### src/rtl/pipe_skid_stage.sv
// pipe_skid_stage: fully registered valid/ready slice (main + skid entry), ready path registered too.
// Optional saturating stall counter with stall_clr/stall_cnt ports under `PIPE_SKID_STALL_CNT_EN.
module pipe_skid_stage #(
    parameter int DW = 16
`ifdef PIPE_SKID_STALL_CNT_EN
    ,
    parameter int CNT_W = 16
`endif
) (
    input  logic          clk,
    input  logic          rst_n,
    input  logic          in_vld,
    output logic          in_rdy,
    input  logic [DW-1:0] in_data,
    output logic          out_vld,
    input  logic          out_rdy,
    output logic [DW-1:0] out_data
`ifdef PIPE_SKID_STALL_CNT_EN
    ,
    input  logic             stall_clr,
    output logic [CNT_W-1:0] stall_cnt
`endif
);
    // Encoding is {main_vld, skid_vld}; 2'b01 is unreachable
    typedef enum logic [1:0] {EMPTY = 2'b00, ONE = 2'b10, FULL = 2'b11} state_t;
    state_t        state, state_nxt;
    logic [DW-1:0] main_data, skid_data, main_nxt, skid_nxt;
    logic          in_fire, out_fire;
    assign out_vld  = state[1];
    assign in_rdy   = ~state[0];
    assign out_data = main_data;
    assign in_fire  = in_vld & in_rdy;
    assign out_fire = out_vld & out_rdy;
    always_comb begin
        state_nxt = state;
        main_nxt  = main_data;
        skid_nxt  = skid_data;
        case (state)
            EMPTY: if (in_fire) begin
                main_nxt  = in_data;
                state_nxt = ONE;
            end
            ONE: if (in_fire & out_fire) main_nxt = in_data;
            else if (in_fire) begin
                skid_nxt  = in_data;
                state_nxt = FULL;
            end
            else if (out_fire) state_nxt = EMPTY;
            FULL: if (out_fire) begin
                main_nxt  = skid_data;
                state_nxt = ONE;
            end
            default: state_nxt = EMPTY;
        endcase
    end
    always_ff @(posedge clk or negedge rst_n) begin
        if (!rst_n) begin
            state     <= EMPTY;
            main_data <= '0;
            skid_data <= '0;
        end else begin
            state     <= state_nxt;
            main_data <= main_nxt;
            skid_data <= skid_nxt;
        end
    end
`ifdef PIPE_SKID_STALL_CNT_EN
    always_ff @(posedge clk or negedge rst_n) begin
        if (!rst_n) stall_cnt <= '0;
        else if (stall_clr) stall_cnt <= '0;
        else if (out_vld & ~out_rdy & ~&stall_cnt) stall_cnt <= stall_cnt + CNT_W'(1);
    end
`endif
endmodule

### config.mk
export PLATFORM = sky130hd
export DESIGN_NAME = pipe_skid_stage
export DESIGN_NICKNAME = d
export VERILOG_FILES = /design/src/rtl/pipe_skid_stage.sv
export SDC_FILE = /design/constraint.sdc
export NUM_CORES = 1
export LEC_CHECK = 0
export ABC_AREA = 1
export ABC_CLOCK_PERIOD_IN_PS = 1600
export BUFFER_PORTS_ARGS = -buffer_cell sky130_fd_sc_hd__buf_2
export CORE_ASPECT_RATIO = 1.75
export CORE_UTILIZATION = 48
export DETAILED_ROUTE_END_ITERATION = 10
export GPL_ROUTABILITY_DRIVEN = 0
export GPL_TIMING_DRIVEN = 1
export PLACE_DENSITY = 0.82
export SLEW_MARGIN = 20
export SYNTH_ARGS = -nofsm -noshare
export SYNTH_HDL_FRONTEND = slang
export SYNTH_SLANG_ARGS = --single-unit
### constraint.sdc
create_clock -name clk -period 1.6 [get_ports clk]
set_input_delay 0.16 -clock clk [delete_from_list [all_inputs] [get_ports clk]]
set_output_delay 0.16 -clock clk [all_outputs]
set_load 0.05 [all_outputs]
Word-level counts from Yosys, hierarchy flattened
Index checks and enable logic that the tools add are counted.
{"block": "totals", "out_inout_bits": 18, "regBits": 34, "wordCells": 30, "input_bits": 20}
{"block": "op_classes", "bitwise_logic": 5, "mux": 10, "n_reduce_logical": 5, "eq_ne": 7}
{"cell": "2-to-1 mux 16 bit", "count": 3}
{"cell": "case mux 16 bit (3 select lines)", "count": 1}
{"cell": "2-to-1 mux 2 bit", "count": 5}
{"cell": "inequality test 2 bit, second input constant", "count": 4}
{"cell": "AND reduction 4 bit", "count": 2}
{"cell": "case mux 2 bit (3 select lines)", "count": 1}
{"cell": "== test 2 bit, second input constant", "count": 2}
{"cell": "AND 1 bit", "count": 3}
{"cell": "inequality test 3 bit, second input constant", "count": 1}
{"cell": "AND reduction 3 bit", "count": 1}
{"cell": "nonzero test 3 bit", "count": 1}
{"cell": "logical NOT 2 bit", "count": 1}
{"cell": "NOT 1 bit", "count": 2}

Longest topological paths before layout
{"block": "logic_depth", "depth_word": 5, "mapped_depth": 9, "depth_no_buf": 8}

Worst setup path after synthesis
No wires, ideal clock.
{"block": "synth_timing", "kind": "register -> register", "start": "register state[1]", "end": "register main_data[0], in the netlist out_data[0]", "setup_time_ps": 119, "path_buffers": 1, "path_stages_with_launch": 9, "synth_period_minus_slack_ps": 1861, "required_ps": 1481, "arrival_ps": 1742, "setup_slack_ps": -261, "path_cell_list": "dfrtp_1 inv_1 ha_1 nor2_1 o21bai_4 nand2_4 buf_6 nand2_1 nand2_1"}
{"block": "synth_via", "elab_chain_cells": 4, "elab_cells_between_ends": 11, "cone_classes": "eq/ne (5); mux (1); bitwise (2); reduce/logical (3)"}
{"item": "start: declaration", "line": "26", "rtl": "state_t state, state_nxt;"}
{"item": "start signal: assignment", "line": "62", "rtl": "state <= state_nxt;"}
{"item": "AND 1 bit", "line": "33", "rtl": "assign out_fire = out_vld & out_rdy;"}
{"item": "AND 1 bit", "line": "43", "rtl": "ONE: if (in_fire & out_fire) main_nxt = in_data;"}
{"item": "inequality test 2 bit (no line)"}
{"item": "AND reduction 4 bit (no line)"}
{"item": "end signal: assignment", "line": "63", "rtl": "main_data <= main_nxt;"}
{"item": "end: declaration", "line": "27", "rtl": "logic [DW-1:0] main_data, skid_data, main_nxt, skid_nxt;"}
Several ways; a longest one is shown, not always the timed one.
A chain may end at the register's enable or synchronous reset.

Worst setup path in the final report
{"block": "layout_timing", "start": "register state[0]", "end": "register main_data[5], in the netlist out_data[5]"}
{"block": "layout_via", "elab_chain_cells": 5, "elab_cells_between_ends": 12, "cone_classes": "eq/ne (5); mux (1); bitwise (3); reduce/logical (3)"}
{"item": "NOT 1 bit", "line": "30", "rtl": "assign in_rdy = ~state[0];"}
{"item": "AND 1 bit", "line": "32", "rtl": "assign in_fire = in_vld & in_rdy;"}
{"item": "AND 1 bit", "line": "43"}
{"item": "inequality test 2 bit (no line)"}
{"item": "AND reduction 4 bit (no line)"}
Several ways; a longest one is shown, not always the timed one.

==> impl_metrics.sql <==
INSERT INTO impl_metrics (metric_group, metric, value, unit) VALUES
('critical_path', 'crit_cells', '6', ''),
('finish', 'regArea', '852', 'um2'),
('clock_network', 'clock_latency_on_the_worst_skew_pair', '0.28', 'ns'),
('timing', 'fin_tns_setup', '0', 'ns'),
('critical_path', 'worst_r2r_path_depth', '6', ''),
('timing', 'finalClockSkew', '0.0103', 'ns'),
('global_routing', 'grt_pass1_vias', '1365', ''),
('floorplanning', 'die_height', '80.0', 'um'),
('timing', 'finalHoldViolCount', '0', ''),
('timing', 'rsz_0062_raised_after_global_routing', 'false', ''),
('floorplanning', 'design.portCount', '38', ''),
('global_routing', 'grt_util_met2', '34.3', '%'),
('critical_path', 'timing_worst_setup_path_type', 'register to register', ''),
('detailed_routing', 'drt_wl_total', '3290', 'um'),
('global_routing', 'grt_max_degree', '33', ''),
('timing', 'min_period_over_period', '93.3', '%'),
('global_routing', 'global_route.peak_usage_layer', 'met2', ''),
('detailed_routing', 'final_antenna_net_count', '0', ''),
('timing', 'slew_violations', '0', ''),
('detailed_routing', 'remaining_drc_errors', '0', ''),
('finish', 'multi_input_combinational_cell_area', '679', 'um2'),
('synth', 'yosys.cell_types.count', '19', ''),
('finish', 'layout.cells.most_common', 'nand2_1', ''),
('global_routing', 'antenna_violations_before_repair', '0', ''),
('clock_network', 'htree_num_levels', '2', ''),
('timing', 'final-setup-viol-count', '0', ''),
('synth', 'synth_nets', '230', ''),
('floorplanning', 'fp.dieW', '46.6', 'um'),
('synth', 'sequential_fraction_of_the_synthesis_area', '51.0', '%'),
('placement', 'dp.final_hpwl', '2500', 'um'),
('synth', 'post_synth_instance_area', '1670', 'um2'),
('floorplanning', 'initial_utilization', '49.6', '%'),
('min_path', 'worstHoldEndpoint', 'skid_data[12]', ''),
('clock_network', 'post_cts.repair.setup_buffers', '0', ''),
('status', 'status', 'completed', ''),
('floorplanning', 'core.rowCount', '28', ''),
('critical_path', 'critical_path.reg2reg.startpoint', 'state[0]', ''),
('critical_path', 'worst-endpoint-arrival', '1.71', 'ns'),
('critical_path', 'critical_path.n_buffers_inverters', '2', ''),
('critical_path', 'timing.critical_path.required', '1.82', 'ns'),
('synth', 'synth_top_flop_cell', 'dfrtp_1', ''),
('global_routing', 'globalRouteTotalUtil', '21.1', '%'),
('detailed_routing', 'route.detailed.wl_per_inst', '11.2', 'um'),
('finish', 'finalInstanceArea', '2060', 'um2'),
('detailed_routing', 'drt_pre_antenna_iters', '4', ''),
('min_path', 'min_from', 'in_data[12]', ''),
('critical_path', 'delay_contributed_by_the_slowest_stage_of_the_critical_path', '0.41', 'ns'),
('pwr', 'total_power', '4.67', 'mW'),
('job', 'max_capacitance_violation_count', '0', ''),
('finish', 'fraction_of_final_layout_cells_sized_beyond_drive_strength_1', '24.1', '%'),
('floorplanning', 'placeableCoreArea', '3360', 'um2'),
('clock_network', 'cts.path.max_buffers', '2', ''),
('timing', 'timing.max_slew.rel_slack', '71.6', '%'),
('synth', 'synth_cells', '205', ''),
('global_routing', 'gr-total-overflow', '0', ''),
('critical_path', 'rr_endpoint', 'out_data[5]', ''),
('timing', 'fmaxAchievable', '0.670', 'GHz'),
('timing', 'tightest_slew', '0.426', 'ns'),
('finish', 'finalCoreUtilization', '61.1', '%'),
('clock_network', 'clock_tree.root_cell', 'clkbuf_8', ''),
('clock_network', 'tritoncts.num_buffers', '5', ''),
('global_routing', 'grt_pass1_wl', '5560', 'um'),
('global_routing', 'met1_usage', '23.4', '%'),
('clock_network', 'worst_setup_hold_path_clk_slew', '0.07', 'ns'),
('synth', 'synth_enable_flop_cells', '0', ''),
('critical_path', 'path_common_cell', 'buf_4', ''),
('detailed_routing', 'routed_via_density', '4.76', ''),
('finish', 'syn_to_final_growth', '23.2', '%'),
('placement', 'io_buffer_count', '37', ''),
('critical_path', 'cell_chain_critical_path', 'buf_4, ha_1, buf_4, o21ai_0, nand3_1, nand2_1', ''),
('critical_path', 'path_max_fanout', '32', '');
==> flip-flops by register name (all words and copies together) (netlist names) <==
signal     cells
out_data      16
skid_data     16
state          2
==> report_power, final <==
group          internal [mW]  total, mW  switching [mW]
clock network          0.466      0.757           0.291
logic                  0.710       2.40            1.69
registers               1.28       1.51           0.229
total                   2.45       4.67            2.21
==> worst max path at each step <==
stage	startpoint	to	slack [ns]
2_1_floorplan	state[0]	out_data[0]	0.003
3_5_place_dp	state[0]	out_data[5]	0.10
6_report	state[0]	out_data[5]	0.11
4_1_cts	state[0]	out_data[5]	0.09
5_1_grt	state[0]	out_data[1]	0.02
3_3_place_gp	state[0]	out_data[11]	0.17
==> worst register-to-register path, stage by stage, from the launching register on <==
cell and delay, ns:
dfrtp_1 0.41, buf_4 0.16, ha_1 0.20, buf_4 0.22, o21ai_0 0.25, nand3_1 0.11
nand2_1 0.08
==> cells by family after synthesis <==
kind of cell / Yosys count / share of synthesized area, %
compound gates: 34 / 11.0
simple gates: 101 / 25.2
flops: 34 / 51.0
fa+ha+maj: 5 / 3.75
buf+inv: 31 / 9.07
==> final cells by class <==
cell class,count,area share (%)
tap,45,2.74
clock inverter,1,1.46
inverter,21,3.96
timing repair buffer,46,13.6
clock buffer,7,3.71
multi-input combinational,140,33.0
sequential,34,41.4
==> through the flow <==
stage | setup WS (ns) | instances | hold slack, ns
finish | 0.108 | 294 | 0.123
global placement | 0.172 | 285 | 0.119
global route | 0.0189 | 294 | 0.127
floorplan | 0.00341 | 205 | -0.136
CTS | 0.0885 | 294 | 0.120
detailed placement | 0.105 | 285 | 0.119
==> layer usage <==
| metal | wire length (um) | share of wire [%] | vias to the layer above |
|---|---|---|---|
| met4 | 73 | 2.2 | 0 |
| met5 | 0 | 0 | - |
| met3 | 107 | 3.3 | 5 |
| li1 | - | - | 734 |
| met2 | 1720 | 52 | 31 |
| met1 | 1390 | 42 | 629 |
==> Yosys cell counts (2+ instances only) <==
library cell	count	share of area (%)
buf_2	4	1.2
o21ai_0	16	4.8
ha_1	5	3.7
clkbuf_1	2	0.45
dfrtp_1	34	51
inv_1	19	4.3
nand2_1	75	17
nand3_1	20	6.0
inv_2	2	0.45
o21ai_1	16	4.8
nor2_1	3	0.67
buf_6	2	1.3
==> what timing repair did <==
action | 4_1_cts | 5_1_grt
hold buffers | 1 | 0
hold endpoints to repair | 17 | 0
resized for setup | 0 | 0
(Power assumes the default switching activity.)
